===== config.mk =====
export PLATFORM = sky130hd
export DESIGN_NAME = accel_bus_master
export DESIGN_NICKNAME = d
export VERILOG_FILES = /design/src/rtl/accel_bus_master.sv
export SDC_FILE = /design/constraint.sdc
export NUM_CORES = 1
export LEC_CHECK = 0
export BUFFER_PORTS_ARGS = -buffer_cell sky130_fd_sc_hd__buf_4
export CAP_MARGIN = 20
export CORE_AREA = 2 2 432 434
export CTS_BUF_LIST = sky130_fd_sc_hd__clkbuf_4
export DETAILED_ROUTE_END_ITERATION = 10
export DIE_AREA = 0 0 434 436
export PLACE_DENSITY = 0.3
export SLEW_MARGIN = 20
export SYNTH_ARGS = -nofsm -noshare
export SYNTH_HDL_FRONTEND = slang
export SYNTH_SLANG_ARGS = --single-unit

===== constraint.sdc =====
create_clock -name clk -period 3.1 [get_ports clk]
set_clock_uncertainty 0.15 [all_clocks]
set_input_delay 0.465 -clock clk [delete_from_list [all_inputs] [get_ports clk]]
set_output_delay 0.465 -clock clk [all_outputs]
set_load 0.02 [all_outputs]

===== src/rtl/accel_bus_master.sv =====
// accel_bus_master: expands high-level accelerator commands into single-packet bus transactions
// Ports: clk/rst (sync, active-low); cmd_* command handshake; done pulse, sticky error;
//        mem_* packet-wide scratch port (read data one cycle after mem_rd_en);
//        bus_master_* request/finish slave bus with packet in/out.
module accel_bus_master #(
  parameter int          PACKET_WIDTH            = 256,
  parameter int          ARRAY_SIZE              = 16,
  parameter int          INTRA_ROW_BIT           = 5,
  parameter int          MEM_ADDR_WIDTH          = 10,
  parameter int          TIMEOUT_CYCLES          = 1024,
  parameter logic [31:0] INPUT_FIFO_BASE_ADDR    = 32'h0000_0000,
  parameter logic [31:0] WEIGHT_FIFO_BASE_ADDR   = 32'h0001_0000,
  parameter logic [31:0] OUTPUT_BUFFER_BASE_ADDR = 32'h0002_0000,
  parameter logic [31:0] MOVE_ADDR               = 32'h0003_0000
) (
  input  logic                      clk,
  input  logic                      rst,
  input  logic                      cmd_valid,
  output logic                      cmd_ready,
  input  logic [2:0]                cmd_op,
  input  logic [MEM_ADDR_WIDTH-1:0] cmd_src,
  input  logic [MEM_ADDR_WIDTH-1:0] cmd_dst,
  output logic                      done,
  output logic                      error,
  output logic [MEM_ADDR_WIDTH-1:0] mem_addr,
  output logic                      mem_rd_en,
  input  logic [PACKET_WIDTH-1:0]   mem_rd_data,
  output logic                      mem_wr_en,
  output logic [PACKET_WIDTH-1:0]   mem_wr_data,
  output logic [31:0]               bus_master_addr,
  output logic                      bus_master_read_request,
  output logic                      bus_master_write_request,
  output logic [PACKET_WIDTH-1:0]   bus_master_output,
  input  logic [PACKET_WIDTH-1:0]   bus_master_input,
  input  logic                      bus_master_request_finish
);
  localparam int RW = $clog2(ARRAY_SIZE);
  localparam int CW = $clog2(TIMEOUT_CYCLES + 1);
  typedef enum logic [2:0] {IDLE, FETCH, ISSUE, GAP, WBACK, DONE, ERR} state_t;
  // phases are numbered in TILE order so TILE simply walks them upward
  typedef enum logic [2:0] {P_RIN, P_RWT, P_ROUT, P_LIN, P_LWT, P_MM, P_SV, P_MV} phase_t;
  state_t state_q, state_d;
  phase_t ph_q, ph_d, sph, nph;
  logic [2:0] op_q, op_d;
  logic [MEM_ADDR_WIDTH-1:0] src_q, src_d, dst_q, dst_d, lbase, mrow;
  logic [RW-1:0] row_q, row_d;
  logic [CW-1:0] cnt_q, cnt_d;
  logic [PACKET_WIDTH-1:0] out_q, out_d, cap_q, cap_d;
  logic err_q, err_d, fresh_q, fresh_d;
  logic is_load, is_save, is_rst, multi, last_row, last_ph;
  logic [31:0] rbase, row_off;
  function automatic logic ld(input phase_t p);
    return p == P_LIN || p == P_LWT;
  endfunction
  always_comb begin
    is_load  = ld(ph_q);
    is_save  = ph_q == P_SV;
    is_rst   = ph_q <= P_ROUT;
    multi    = is_load || is_save;
    last_row = row_q == RW'(ARRAY_SIZE - 1);
    last_ph  = op_q == 3'd6 ? ph_q == P_SV : op_q == 3'd0 ? ph_q == P_ROUT : 1'b1;
    nph      = phase_t'(ph_q + 3'd1);
    sph      = (cmd_op == 3'd0 || cmd_op == 3'd6) ? P_RIN : cmd_op == 3'd5 ? P_MV : phase_t'(cmd_op + 3'd2);
    row_off  = 32'(row_q) << INTRA_ROW_BIT;
    rbase    = (ph_q == P_RIN || ph_q == P_LIN) ? INPUT_FIFO_BASE_ADDR :
               (ph_q == P_RWT || ph_q == P_LWT) ? WEIGHT_FIFO_BASE_ADDR :
               ph_q == P_MV ? MOVE_ADDR : OUTPUT_BUFFER_BASE_ADDR;
    // TILE keeps weight rows directly after the input rows
    lbase    = is_save ? dst_q : (ph_q == P_LWT && op_q == 3'd6) ? src_q + MEM_ADDR_WIDTH'(ARRAY_SIZE) : src_q;
    mrow     = lbase + MEM_ADDR_WIDTH'(row_q);
  end
  assign cmd_ready                = state_q == IDLE;
  assign done                     = state_q == DONE;
  assign error                    = err_q;
  assign mem_rd_en                = state_q == FETCH;
  assign mem_wr_en                = state_q == GAP && is_save;
  assign mem_addr                 = (mem_rd_en || mem_wr_en) ? mrow : '0;
  assign mem_wr_data              = cap_q;
  assign bus_master_read_request  = state_q == ISSUE && (is_save || is_rst || ph_q == P_MV);
  assign bus_master_write_request = state_q == ISSUE && !is_save;
  assign bus_master_addr          = state_q == ISSUE ? rbase + (multi ? row_off : 32'd0) : 32'd0;
  // scratch data arrives in the first ISSUE cycle; pass it through then, hold the copy after
  assign bus_master_output        = fresh_q ? mem_rd_data : out_q;
  always_comb begin
    state_d = state_q;
    op_d    = op_q;
    src_d   = src_q;
    dst_d   = dst_q;
    ph_d    = ph_q;
    row_d   = row_q;
    cnt_d   = cnt_q;
    out_d   = out_q;
    cap_d   = cap_q;
    err_d   = err_q;
    fresh_d = 1'b0;
    case (state_q)
      IDLE: if (cmd_valid) begin
        op_d    = cmd_op;
        src_d   = cmd_src;
        dst_d   = cmd_dst;
        err_d   = cmd_op == 3'd7;
        ph_d    = sph;
        row_d   = '0;
        cnt_d   = '0;
        state_d = cmd_op == 3'd7 ? ERR : ld(sph) ? FETCH : ISSUE;
      end
      FETCH: begin
        fresh_d = 1'b1;
        cnt_d   = '0;
        state_d = ISSUE;
      end
      ISSUE: begin
        if (fresh_q) out_d = mem_rd_data;
        if (bus_master_request_finish) begin
          if (is_save) cap_d = bus_master_input;
          state_d = GAP;
        end else if (cnt_q == CW'(TIMEOUT_CYCLES - 1)) begin
          err_d   = 1'b1;
          state_d = ERR;
        end else cnt_d = cnt_q + 1'b1;
      end
      GAP: begin
        cnt_d = '0;
        if (multi && !last_row) begin
          row_d   = row_q + 1'b1;
          state_d = is_load ? FETCH : ISSUE;
        end else if (last_ph) state_d = DONE;
        else begin
          ph_d    = nph;
          row_d   = '0;
          state_d = ld(nph) ? FETCH : ISSUE;
        end
      end
      default: state_d = IDLE;
    endcase
  end
  always_ff @(posedge clk) begin
    if (!rst) begin
      state_q <= IDLE;
      op_q    <= '0;
      src_q   <= '0;
      dst_q   <= '0;
      ph_q    <= P_RIN;
      row_q   <= '0;
      cnt_q   <= '0;
      out_q   <= '0;
      cap_q   <= '0;
      err_q   <= 1'b0;
      fresh_q <= 1'b0;
    end else begin
      state_q <= state_d;
      op_q    <= op_d;
      src_q   <= src_d;
      dst_q   <= dst_d;
      ph_q    <= ph_d;
      row_q   <= row_d;
      cnt_q   <= cnt_d;
      out_q   <= out_d;
      cap_q   <= cap_d;
      err_q   <= err_d;
      fresh_q <= fresh_d;
    end
  end
endmodule


==> summary by stage, run 1 <==
Logic synthesis
The gate count after technology mapping is between 2000 and 3000. The distinct cell type count after synthesis is 56. The number of enable-type register cells in the synthesized netlist is 0. For this run, the register share of the synthesized area comes to 0.4785.

The Yosys step of the flow raised 0 warnings. The synthesis-stage register bit count is between 500 and 600. The async set-or-reset flop fraction in the synthesized netlist is 0. The flip-flop cell with the highest count after synthesis is sky130_fd_sc_hd__dfxtp_1. The synthesized area per cell is 8.053 sq um. The area of the mapped netlist is roughly 23000 sq um.

GRT
The via count of the first global-routing pass is about 31000. Across every metal layer, demand over resource in global routing totals 0.1554. The maximum number of pins on one net before global-route repair is approximately 150.

The initial antenna violation count is 35. The final global-route overflow total is 0. The first global-routing pass estimated between 200000 and 250000 um of wire.

Setup path
The combined buffer and inverter count along the critical path is 2. The launching element type of the critical path is a register. For this design, the slowest cell found on the critical path is sky130_fd_sc_hd__or3_4. The required time of the critical path is between 2000 and 2500 ps. In this design, the critical path's most frequently occurring cell is sky130_fd_sc_hd__a21o_1.

The largest stage delay on the critical path is 430 ps. Broken down by cell family, the worst path's largest delay share belongs to simple AND/OR/NAND/NOR gates. The startpoint-to-endpoint class of the critical path is reg -> out. The capturing element type of the critical path is an output port. The signal on the critical path passes through inv_4 -> ha_4 -> and2_4 -> nand2_2 -> nand2_4 -> ha_4 -> a21o_1 -> a21o_1 -> a21o_1 -> nand4b_1 -> or3_4 -> a21oi_4 -> buf_6. The arrival time at the worst endpoint is around 3600 ps. Of all nets on the critical path, the largest fanout is 5.

STA
The post-route fraction of the period consumed by the critical path is 1.345. The final-layout setup total negative slack is -42920 ps. The transition at the pin with the smallest max-transition slack is 1045 ps. Derived from the worst setup path, the maximum achievable clock frequency is approximately 240 MHz.

The max-slew violation total from the final report is 0. The number of hold violations in the final report came to 0. In this run the tightest slew margin relative to its limit is 0.3037.

The tightest hold path in the finished design has a slack of ~230 ps. Across all setup checks in the final design, the least slack found is -1071 ps. The number of endpoints failing setup at the final stage is around 250. The routed design could run at a clock period as short as between 4000 and 5000 ps. Setup repair after global routing could not meet its margin everywhere.

Die
The die area is around 190000 sq um. The initial utilization of the core area, before any placement, comes to 0.1264. The die width is about 430 um. In this run the core area contains around 160 standard-cell rows. The number of top-level pins is 1100.

Measured along the y axis, the die boundary spans between 400 and 500 um. After floorplanning, the core was sized to cover between 150000 and 200000 sq um.

Layout
The fraction of layout instances using a drive strength above 1 is 0.3378. The area of all sequential standard cells is about 11000 sq um. The number of nets in the final layout is roughly 6000. The area added between synthesis and finish is 134.0%. The post-route cell area is roughly 55000 sq um. The layout has about 20000 filler cells. The area taken by multi-input logic gates is 12500 sq um.

Power and ir drop
For this design the static power due to leakage is around 22 nW. The maximum ir drop on the vdd rail is roughly 300 uV. The overall power of the completed layout is 0.01956 W. The total power density per cell area is 358.0 nW/um^2.

Clock network
At the later pin of the worst-skew pair, clock insertion delay measures approximately 1200 ps. In this run the number of H-tree levels came out at 4. The clock-pin slew on the worst setup and hold paths is around 70 ps. Clock tree synthesis found a total of around 560 sinks. The tree is rooted in a sky130_fd_sc_hd__clkbuf_4. The clock tree from TritonCTS is yes.

The number of buffers on the longest clock path is 3. Clock tree synthesis inserted a total of 190 buffers.

Routing
The detailed router placed 30180 vias in this run. For this block, the routed nets add up to roughly 150000 um of wire. The via-per-instance ratio is roughly 3.7.

The first detailed-routing pass ran for 5 iterations. In the final routed layout, each cell accounts on average for 18.77 um. In this run, the number of DRC markers left after iteration 0 of detailed routing was 1030. The post-route DRC violation count is 0.

The number of nets still failing antenna checks after routing is 0.

Status
The final reports fail on setup timing. The flow ran to the end, but the final reports show violations.

Placement
During placement, the flow inserted port buffers numbering around 1100. The minimum setup slack after placement is -108.4 ps. Routability-driven placement finished with a final weighted congestion of around 0.90. After detailed placement, the total cell area comes to about 35000 sq um. The half-perimeter wire length after placement is about 100000 um.

Worst hold path
The path class of the tightest hold or removal check is in -> reg.

Flow run
Across the run, the number of max-cap violations was 0.
## layout make-up
| class | count | share of cell area |
|---|---|---|
| timing repair buffer | 2617 | 0.4648 |
| multi-input combinational | 2118 | 0.2288 |
| sequential | 558 | 0.2048 |
| tap | 2480 | 0.05681 |
| clock buffer | 290 | 0.03986 |
| clock inverter | 33 | 0.003482 |
| antenna | 21 | 0.0009620 |
| inverter | 5 | 0.0005268 |
## metal layers
layer  track usage  wire length, um
met5             0               13
met3       0.04752            10110
met2        0.2705            75490
met4       0.04671             4203
met1        0.1810            62660
## power breakdown
part	leakage, nW	switching [W]	internal, W	total (W)
clock	1.41	0.00389	0.00429	0.00818
sequential	4.50	0.0000711	0.00725	0.00732
combinational	15.6	0.00182	0.00223	0.00405
## Yosys cell counts (4+ instances only)
cell type                  number  area share
sky130_fd_sc_hd__dfxtp_1      558        0.48
sky130_fd_sc_hd__ha_1          15      0.0080
sky130_fd_sc_hd__buf_2         50       0.011
sky130_fd_sc_hd__mux2i_1        5      0.0021
sky130_fd_sc_hd__xor2_1        14      0.0053
sky130_fd_sc_hd__and3_1         6      0.0016
sky130_fd_sc_hd__a21o_1         4      0.0013
sky130_fd_sc_hd__buf_1         13      0.0021
sky130_fd_sc_hd__nor2_1        42      0.0068
sky130_fd_sc_hd__nand2b_1       4      0.0011
sky130_fd_sc_hd__and2_1         8      0.0021
sky130_fd_sc_hd__buf_4         26      0.0084
sky130_fd_sc_hd__nand4_1        4      0.0011
sky130_fd_sc_hd__mux2_2       259        0.12
sky130_fd_sc_hd__inv_1          5     0.00080
sky130_fd_sc_hd__o21ai_0        6      0.0013
sky130_fd_sc_hd__a21oi_1      545        0.12
sky130_fd_sc_hd__clkbuf_1     155       0.025
sky130_fd_sc_hd__nand3_1       14      0.0030
sky130_fd_sc_hd__nand2_1     1105        0.18
sky130_fd_sc_hd__nor3b_1        5      0.0016
sky130_fd_sc_hd__nor3_1        11      0.0024
sky130_fd_sc_hd__xnor2_1        6      0.0023
## cells in the final DEF, fill, tap and decap left out, types with 9 or more instances in the layout
cell,instances
sky130_fd_sc_hd__mux2_4,257
sky130_fd_sc_hd__nor2_4,9
sky130_fd_sc_hd__nand3_1,13
sky130_fd_sc_hd__dlygate4sd3_1,1346
sky130_fd_sc_hd__clkinv_1,21
sky130_fd_sc_hd__dfxtp_1,553
sky130_fd_sc_hd__buf_16,28
sky130_fd_sc_hd__xor2_1,13
sky130_fd_sc_hd__a21oi_1,541
sky130_fd_sc_hd__buf_6,285
sky130_fd_sc_hd__clkbuf_4,290
sky130_fd_sc_hd__nor2_1,32
sky130_fd_sc_hd__nand2_1,1096
sky130_fd_sc_hd__conb_1,26
sky130_fd_sc_hd__buf_4,893
sky130_fd_sc_hd__buf_12,49
sky130_fd_sc_hd__buf_8,15
sky130_fd_sc_hd__nor3_1,9
sky130_fd_sc_hd__diode_2,21
## path summary, 6_finish.rpt
kind | start | endpoint | slack (ps) | cells after the start
max | ph_q[0]$_SDFFE_PN0P_ | mem_addr[9] | -1070 | 13
min | mem_rd_data[8] | out_q[8]$_SDFFE_PN0P_ | 230 | 5
max reg2reg | ph_q[0]$_SDFFE_PN0P_ | state_q[0]$_SDFFE_PN0P_ | 20 | 10
min reg2reg | out_q[113]$_SDFFE_PN0P_ | out_q[113]$_SDFFE_PN0P_ | 300 | 2
## timing repair
item	CTS	global route
pin swaps	26	18
gates cloned	33	1
endpoints found under the hold margin	558	0
setup endpoints to repair	277	283
hold buffers	1346	0
buffers inserted	68	39
resized for setup	589	160
## registers in the layout, indices dropped and copies added (netlist names)
signal       flops
mem_wr_data    256
state_q          3
cnt_q           11
out_q          256
row_q            4
dst_q           10
ph_q             3
src_q           10
fresh_q          1
error            1
op_q             3
## per-stage QoR
step                cells    util
finish               8122  0.2958
global route         8117  0.2958
CTS                  8083  0.2928
detailed placement   6314  0.1870
global placement     6314  0.1870
floorplan            2924       -
## cell families (layout without fill, tap and decap cells)
family                   count (synthesis)  after routing  synth area share
AO/OA/AOI/OAI                          572            572            0.1260
buffers and inverters                  249           2945           0.04690
flip-flops                             558            558            0.4785
AND/OR/NAND/NOR                       1219           1220            0.2050
multiplexers                           264            264            0.1271
other                                    1             47         0.0001606
XOR/XNOR                                20             20          0.007504
adder cells (fa/ha/maj)                 16             16          0.008897
## tightest hold or removal path: stages
cell	delay, ps
sky130_fd_sc_hd__dlygate4sd3_1	580
sky130_fd_sc_hd__buf_4	140
sky130_fd_sc_hd__mux2_4	150
sky130_fd_sc_hd__nand2_1	50
sky130_fd_sc_hd__a21oi_1	100
No activity file was read; power rests on OpenSTA's default activity.
==> run 2: changes to the inputs <==
--- a/config.mk
+++ b/config.mk
@@ -11,7 +11,7 @@
 export CTS_BUF_LIST = sky130_fd_sc_hd__clkbuf_4
 export DETAILED_ROUTE_END_ITERATION = 10
 export DIE_AREA = 0 0 434 436
-export PLACE_DENSITY = 0.3
+export PLACE_DENSITY = 0.32
 export SLEW_MARGIN = 20
 export SYNTH_ARGS = -nofsm -noshare
 export SYNTH_HDL_FRONTEND = slang
==> summary by stage, run 2 (synthesized netlist as in run 1, its figures left out) <==
Power and ir drop
The total power density per cell area came to 356.8 nW/um^2 (-0.34%). The power dissipated by switching net loads is 0.005625 W (-2.7%). The fraction of power consumed by combinational cells is 0.204 (-0.003). The switching fraction of total power is 0.2918 (-0.003896).

The part of the power in the clock network is 0.416 (-0.002). The static leakage is 21.46 nW (-0.31%). The sequential share of power is 0.380 (+0.005). The design internal power was 0.01365 W (-0.89%). The maximum ir drop on the vdd rail was 254.1 uV (-18%).

Setup path
The required time of the critical path is 2480 ps (about the same). The worst setup path is of the reg -> out kind. STA classifies the critical path startpoint as a register. STA classifies the critical path endpoint as an output port. The maximum fanout along the worst path was 4 (-1). The arrival time at the worst endpoint is 3570 ps (about the same).

Placement
The half-perimeter wire length after placement was 101200 um (-3.6%). The number of input and output port buffers inserted is 1073 (unchanged). The post-placement cell area was 34620 sq um (+0.29%).

The minimum setup slack after placement is -185.4 ps (-77.01 ps). The last weighted congestion value of the routability-driven placer was 0.9085 (+1.0%).

Clock network
The CTS buffer count is 186 (-2.1%). The number of buffers on the longest clock path is 3 (unchanged). The number of H-tree levels was 4 (unchanged). The buffer type at the clock tree root is sky130_fd_sc_hd__clkbuf_4. The total clock sinks is 558 (unchanged). The clock tree from TritonCTS is yes. The clock latency at the later pin of the worst-skew pair is 1160 ps (-50 ps).

The clock-pin slew on the worst setup and hold paths came to 60 ps (about the same).

GRT
The maximum number of pins on one net before global-route repair is 138 (-8.6%). The global router's overall resource usage came to 0.1490 (-0.006342). The final global-route overflow total is 0 (unchanged).

The first-pass GRT wire length was 209100 um (-3.1%). The via count of the first global-routing pass is 31160 (+0.016%). The initial antenna violation count is 28 (-20%).

Die
The core area was 184600 sq um (unchanged). The die area is 189200 sq um (unchanged). The initial core utilization is 0.1264 (unchanged). The number of standard-cell rows in the floorplan is 158 (unchanged). The die width came to 434 um (unchanged). The number of top-level pins is 1100 (unchanged). The height of the die is 436 um (unchanged).

STA
The shortest clock period the worst path allows after layout is 4181 ps (+10.89 ps). The number of endpoints failing setup at the final stage was 176 (-30%). The transition at the pin with the smallest max-transition slack came to 851.3 ps (-193.3 ps). The highest achievable clock rate is 239.2 MHz (-0.26%).

The final hold slack is 182.0 ps (-44.46 ps). The minimum setup slack in the final design is -1081 ps (-10.89 ps). The relative slew slack is 0.4325 (+0.1288). The post-route fraction of the period consumed by the critical path was 1.349 (+0.003513).

Setup repair after global routing could not meet its margin everywhere. The number of hold violations in the final report is 0 (unchanged). The max-slew violation total from the final report came to 0 (unchanged).

Status
The final reports fail on setup timing. The flow ran to the end, but the final reports show violations.

Layout
The library cell used most frequently in the layout, excluding fill and tap cells, is sky130_fd_sc_hd__dlygate4sd3_1. The fraction of layout instances using a drive strength above 1 is 0.3357 (-0.002177). The number of nets in the final layout came to 6011 (-0.56%).

In the layout the commonest cells are sky130_fd_sc_hd__dlygate4sd3_1, sky130_fd_sc_hd__nand2_1, sky130_fd_sc_hd__buf_4. The post-route cell area is 54030 sq um (-1.1%). From synthesis to final layout, the design area changed by 131.4%.

The end-of-flow core utilization was 0.2926 (-0.003232).

Routing
The overall routed net length is 147000 um (-3.6%). The via-per-instance ratio is 3.744 (+0.75%). The first-iteration detailed-routing DRC count is 1215 (+18%).

The average detailed-routed wire length per instance is 18.19 um (-3.1%). The post-route DRC violation count is 0 (unchanged). The total via count in the routed design is 30260 (+0.26%). The number of nets still failing antenna checks after routing is 0 (unchanged).

The detailed-routing iteration count for the pre-antenna-repair pass is 5 (unchanged).

Worst hold path
The worst hold path class is in -> reg.

Flow run
The count of max-cap constraint violations is 0 (unchanged).
-- run 2: cell types whose count changed in the layout (fill, tap and decap cells not counted), moves of 3 or more --
cell                            change
sky130_fd_sc_hd__clkbuf_16          +3
sky130_fd_sc_hd__dlygate4sd3_1     -19
sky130_fd_sc_hd__dfxtp_2            +3
sky130_fd_sc_hd__buf_12             +6
sky130_fd_sc_hd__buf_16            -17
sky130_fd_sc_hd__clkbuf_4           -9
sky130_fd_sc_hd__clkinvlp_4         -3
-- run 2: path summary, 6_finish.rpt --
kind | startpoint | slack, ps | depth (start not counted) | end
setup / recovery | ph_q[0]$_SDFFE_PN0P_ | -1080 | 13 | mem_addr[8]
hold / removal | mem_rd_data[59] | 180 | 5 | out_q[59]$_SDFFE_PN0P_
setup reg to reg | state_q[1]$_SDFFE_PN0P_ | 170 | 7 | mem_wr_data[177]$_SDFFE_PN0P_
hold reg to reg | out_q[20]$_SDFFE_PN0P_ | 300 | 2 | out_q[20]$_SDFFE_PN0P_
-- run 2: cell type report --
class | instances | area [sq um]
timing repair buffer | 2588 | 24900
antenna | 22 | 55.05
sequential | 558 | 11180
clock buffer | 281 | 2110
tap | 2480 | 3103
fill | 20040 | 130600
clock inverter | 31 | 192.7
inverter | 5 | 31.28
multi-input combinational | 2117 | 12450
-- run 2: power by group through the flow --
stage / Clock (W) / Sequential (W) / Combinational, W
detailed placement: 0 / 0.00748 / 0.00233
CTS: 0.00846 / 0.00732 / 0.00392
global route: 0.00880 / 0.00733 / 0.00419
global placement: 0 / 0.00748 / 0.00235
finish: 0.00801 / 0.00733 / 0.00393
floorplan: 0 / 0.00747 / 0.00104
-- run 2: through the flow --
step           cells  TNS (ps)  power, W
3_5_place_dp    6329    -486.3  0.009808
4_1_cts         8051    -97550   0.01970
2_1_floorplan   2924    -37.92  0.008510
3_3_place_gp    6329    -553.2  0.009826
5_1_grt         8080    -77990   0.02032
6_report        8082    -21030   0.01927
-- run 2: routing by layer --
layer	global-route usage	vias to the layer above	wire length, um
li1	-	14750	-
met1	0.1794	14400	61900
met2	0.2482	862	70350
met3	0.04413	245	9806
met4	0.05600	4	4943
met5	0	-	27
-- run 2: timing repair --
action                                   CTS  global route
resized for setup                        529           208
cloned                                    28             4
hold buffers                            1327             0
hold endpoints to repair                 558             0
endpoints found under the setup margin   270           323
pin swaps                                 13            17
setup buffers                             58            37
-- run 2: critical path, cell delays in order (launching register included) --
cell and delay (ps):
sky130_fd_sc_hd__dfxtp_4 360, sky130_fd_sc_hd__inv_4 40, sky130_fd_sc_hd__ha_4 170, sky130_fd_sc_hd__and2_4 190, sky130_fd_sc_hd__nand2_2 70, sky130_fd_sc_hd__nand2_2 70
sky130_fd_sc_hd__ha_4 170, sky130_fd_sc_hd__fa_2 340, sky130_fd_sc_hd__a21o_1 180, sky130_fd_sc_hd__a21oi_2 160, sky130_fd_sc_hd__nor3b_2 70, sky130_fd_sc_hd__nand3_1 110
sky130_fd_sc_hd__mux2_4 350, sky130_fd_sc_hd__buf_6 150
==> run 3: changes to the inputs <==
--- a/config.mk
+++ b/config.mk
@@ -12,6 +12,7 @@
 export DETAILED_ROUTE_END_ITERATION = 10
 export DIE_AREA = 0 0 434 436
 export PLACE_DENSITY = 0.32
+export SKIP_LAST_GASP = 1
 export SLEW_MARGIN = 20
 export SYNTH_ARGS = -nofsm -noshare
 export SYNTH_HDL_FRONTEND = slang
==> summary by stage, run 3 (synthesized netlist as in run 1, its figures left out) <==
Routing
The post-route DRC violation count is 0 (unchanged). The wire length on met1 is 61840 um (-0.11%). The first-iteration detailed-routing DRC count came to 1366 (+12%). The via-per-instance ratio came to 3.742 (about the same). The number of nets still failing antenna checks after routing is 0 (unchanged). The met2 wirelength from detailed routing is 70330 um (about the same). The average detailed-routed wire length per instance came to 18.18 um (about the same). The wire length on met3 was 9960 um (+1.6%). The overall routed net length is 146900 um (about the same). The total via count in the routed design is 30250 (-0.046%). The detailed-routing iteration count for the pre-antenna-repair pass is 5 (unchanged).

The highest metal layer with signal wires is met5.

Setup path
The maximum fanout along the worst path is 4 (unchanged). The required time of the critical path is 2480 ps (about the same). The arrival time at the worst endpoint is 3570 ps (about the same). The setup path with the least slack is of type reg -> out. The cell depth of the worst flop-to-flop path is 7 (unchanged). The launching element type of the critical path is a register.

The capturing element type of the critical path is an output port.

GRT
The initial antenna violation count is 26 (-7.1%). The final global-route overflow total is 0 (unchanged). The first-pass GRT wire length is 208800 um (-0.14%).

The maximum number of pins on one net before global-route repair is 138 (unchanged). The via count of the first global-routing pass was 31070 (-0.29%). The global router's overall resource usage was 0.1489 (about the same).

STA
Setup repair after global routing could not meet its margin everywhere. The number of hold violations in the final report came to 0 (unchanged). The post-route fraction of the period consumed by the critical path is 1.349 (about the same). The final hold slack is 171.3 ps (-10.75 ps). The highest achievable clock rate was 239.1 MHz (about the same). The relative slew slack is 0.4443 (+0.01181).

The transition at the pin with the smallest max-transition slack is 833.5 ps (-17.72 ps). The minimum setup slack in the final design is -1083 ps (-1.470 ps). The number of endpoints failing setup at the final stage was 195 (+11%). The shortest clock period the worst path allows after layout is 4183 ps (+1.470 ps). The final-layout setup total negative slack came to -23170 ps (-2143 ps).

The max-slew violation total from the final report was 0 (unchanged).

Die
The die width was 434 um (unchanged). The initial core utilization is 0.1264 (unchanged). The core area came to 184600 sq um (unchanged).

The height of the die is 436 um (unchanged). The number of standard-cell rows in the floorplan is 158 (unchanged). The die area is 189200 sq um (unchanged). The number of top-level pins is 1100 (unchanged).

Placement
The half-perimeter wire length after placement is 101200 um (unchanged). The instance count after placement with tap cells included was 6329 (unchanged). The number of input and output port buffers inserted is 1073 (unchanged). The last weighted congestion value of the routability-driven placer is 0.9085 (unchanged).

Worst hold path
The min-delay analysis places its worst path in the category in -> reg. The count of cells along the worst hold path is 5 (unchanged).

Power and ir drop
The maximum ir drop on the vdd rail is 258.3 uV (+1.7%). The total power density per cell area was 356.9 nW/um^2 (about the same). The static leakage was 21.48 nW (about the same).

Layout
The end-of-flow core utilization is 0.2927 (about the same). Leaving out fill and tap cells, the most frequent cell in the layout is sky130_fd_sc_hd__dlygate4sd3_1. The area of all sequential standard cells came to 11180 sq um (about the same).

The number of nets in the final layout is 6014 (+0.050%). The area added between synthesis and finish is 131.5% (about the same). In the layout the commonest cells are sky130_fd_sc_hd__dlygate4sd3_1, sky130_fd_sc_hd__nand2_1, sky130_fd_sc_hd__buf_4.

The post-route non-filler standard cell count is 8084 (+0.025%). The number of fill cells is 20030 (-0.050%). The fraction of layout instances using a drive strength above 1 is 0.3364 (+0.0007152). The area taken by multi-input logic gates came to 12460 sq um (about the same).

Clock network
TritonCTS built the clock tree. The clock latency at the later pin of the worst-skew pair was 1170 ps (about the same). The number of H-tree levels is 4 (unchanged). The number of buffers on the longest clock path is 3 (unchanged). The buffer type at the clock tree root is sky130_fd_sc_hd__clkbuf_4. The clock-pin slew on the worst setup and hold paths came to 60 ps (about the same). The total clock sinks came to 558 (unchanged). The CTS buffer count was 186 (unchanged).

Status
The final reports fail on setup timing. The flow ran to the end, but the final reports show violations.

Flow run
The count of max-cap constraint violations is 0 (unchanged).
==> run 3: changes by cell type in the layout (fill, tap and decap cells not counted), sizes merged <==
| cell | previous run | this run |
|---|---|---|
| buf | 1257 | 1260 |
| diode | 22 | 21 |
==> run 3: final cells by class <==
class,count,area share
timing repair buffer,2591,0.4610
multi-input combinational,2117,0.2306
sequential,558,0.2069
tap,2480,0.05741
clock buffer,281,0.03903
clock inverter,31,0.003565
antenna,21,0.0009723
inverter,5,0.0005324
==> run 3: final timing paths <==
path | startpoint | end | slack, ps
worst max-delay path | ph_q[0]$_SDFFE_PN0P_ | mem_addr[8] | -1080
worst min-delay path | mem_rd_data[59] | out_q[59]$_SDFFE_PN0P_ | 170
worst max register to register | state_q[1]$_SDFFE_PN0P_ | mem_wr_data[177]$_SDFFE_PN0P_ | 160
worst min register to register | out_q[20]$_SDFFE_PN0P_ | out_q[20]$_SDFFE_PN0P_ | 300
==> run 3: worst max-delay path, stage by stage, from the launching register on <==
cell                      delay (ps)
sky130_fd_sc_hd__dfxtp_4         360
sky130_fd_sc_hd__inv_4            40
sky130_fd_sc_hd__ha_4            170
sky130_fd_sc_hd__and2_4          180
sky130_fd_sc_hd__nand2_2          70
sky130_fd_sc_hd__nand2_2          70
sky130_fd_sc_hd__ha_4            170
sky130_fd_sc_hd__fa_2            340
sky130_fd_sc_hd__a21o_1          180
sky130_fd_sc_hd__a21oi_2         160
sky130_fd_sc_hd__nor3b_2          70
sky130_fd_sc_hd__nand3_1         110
sky130_fd_sc_hd__mux2_4          350
sky130_fd_sc_hd__buf_6           150
==> run 3: stage by stage <==
| stage | setup WS, ps | area, sq um | total power [W] |
|---|---|---|---|
| 6_report | -1083 | 54050 | 0.01929 |
| 2_1_floorplan | -37.92 | 23460 | 0.008510 |
| 3_5_place_dp | -185.4 | 34620 | 0.009808 |
| 5_1_grt | -1355 | 54040 | 0.02032 |
| 3_3_place_gp | -184.9 | 34620 | 0.009826 |
| 4_1_cts | -1318 | 53190 | 0.01967 |
==> run 3: timing repair <==
action	4_1_cts	5_1_grt
gates resized for setup	449	294
pin swaps	13	22
buffers inserted	58	40
setup endpoints to repair	270	323
gates cloned	28	4
endpoints found under the hold margin	558	0
hold buffers	1327	0
==> run 3: power breakdown <==
group / switching, W / internal, W / total (W)
Clock: 0.00379 / 0.00423 / 0.00802
Combinational: 0.00177 / 0.00217 / 0.00393
Sequential: 0.0000748 / 0.00725 / 0.00733
Total: 0.00563 / 0.0137 / 0.0193
==> run 3: routing by layer <==
metal,track usage,up-vias
li1,-,14750
met1,0.1793,14340
met2,0.2487,916
met3,0.04372,233
met4,0.05466,2
met5,0,-
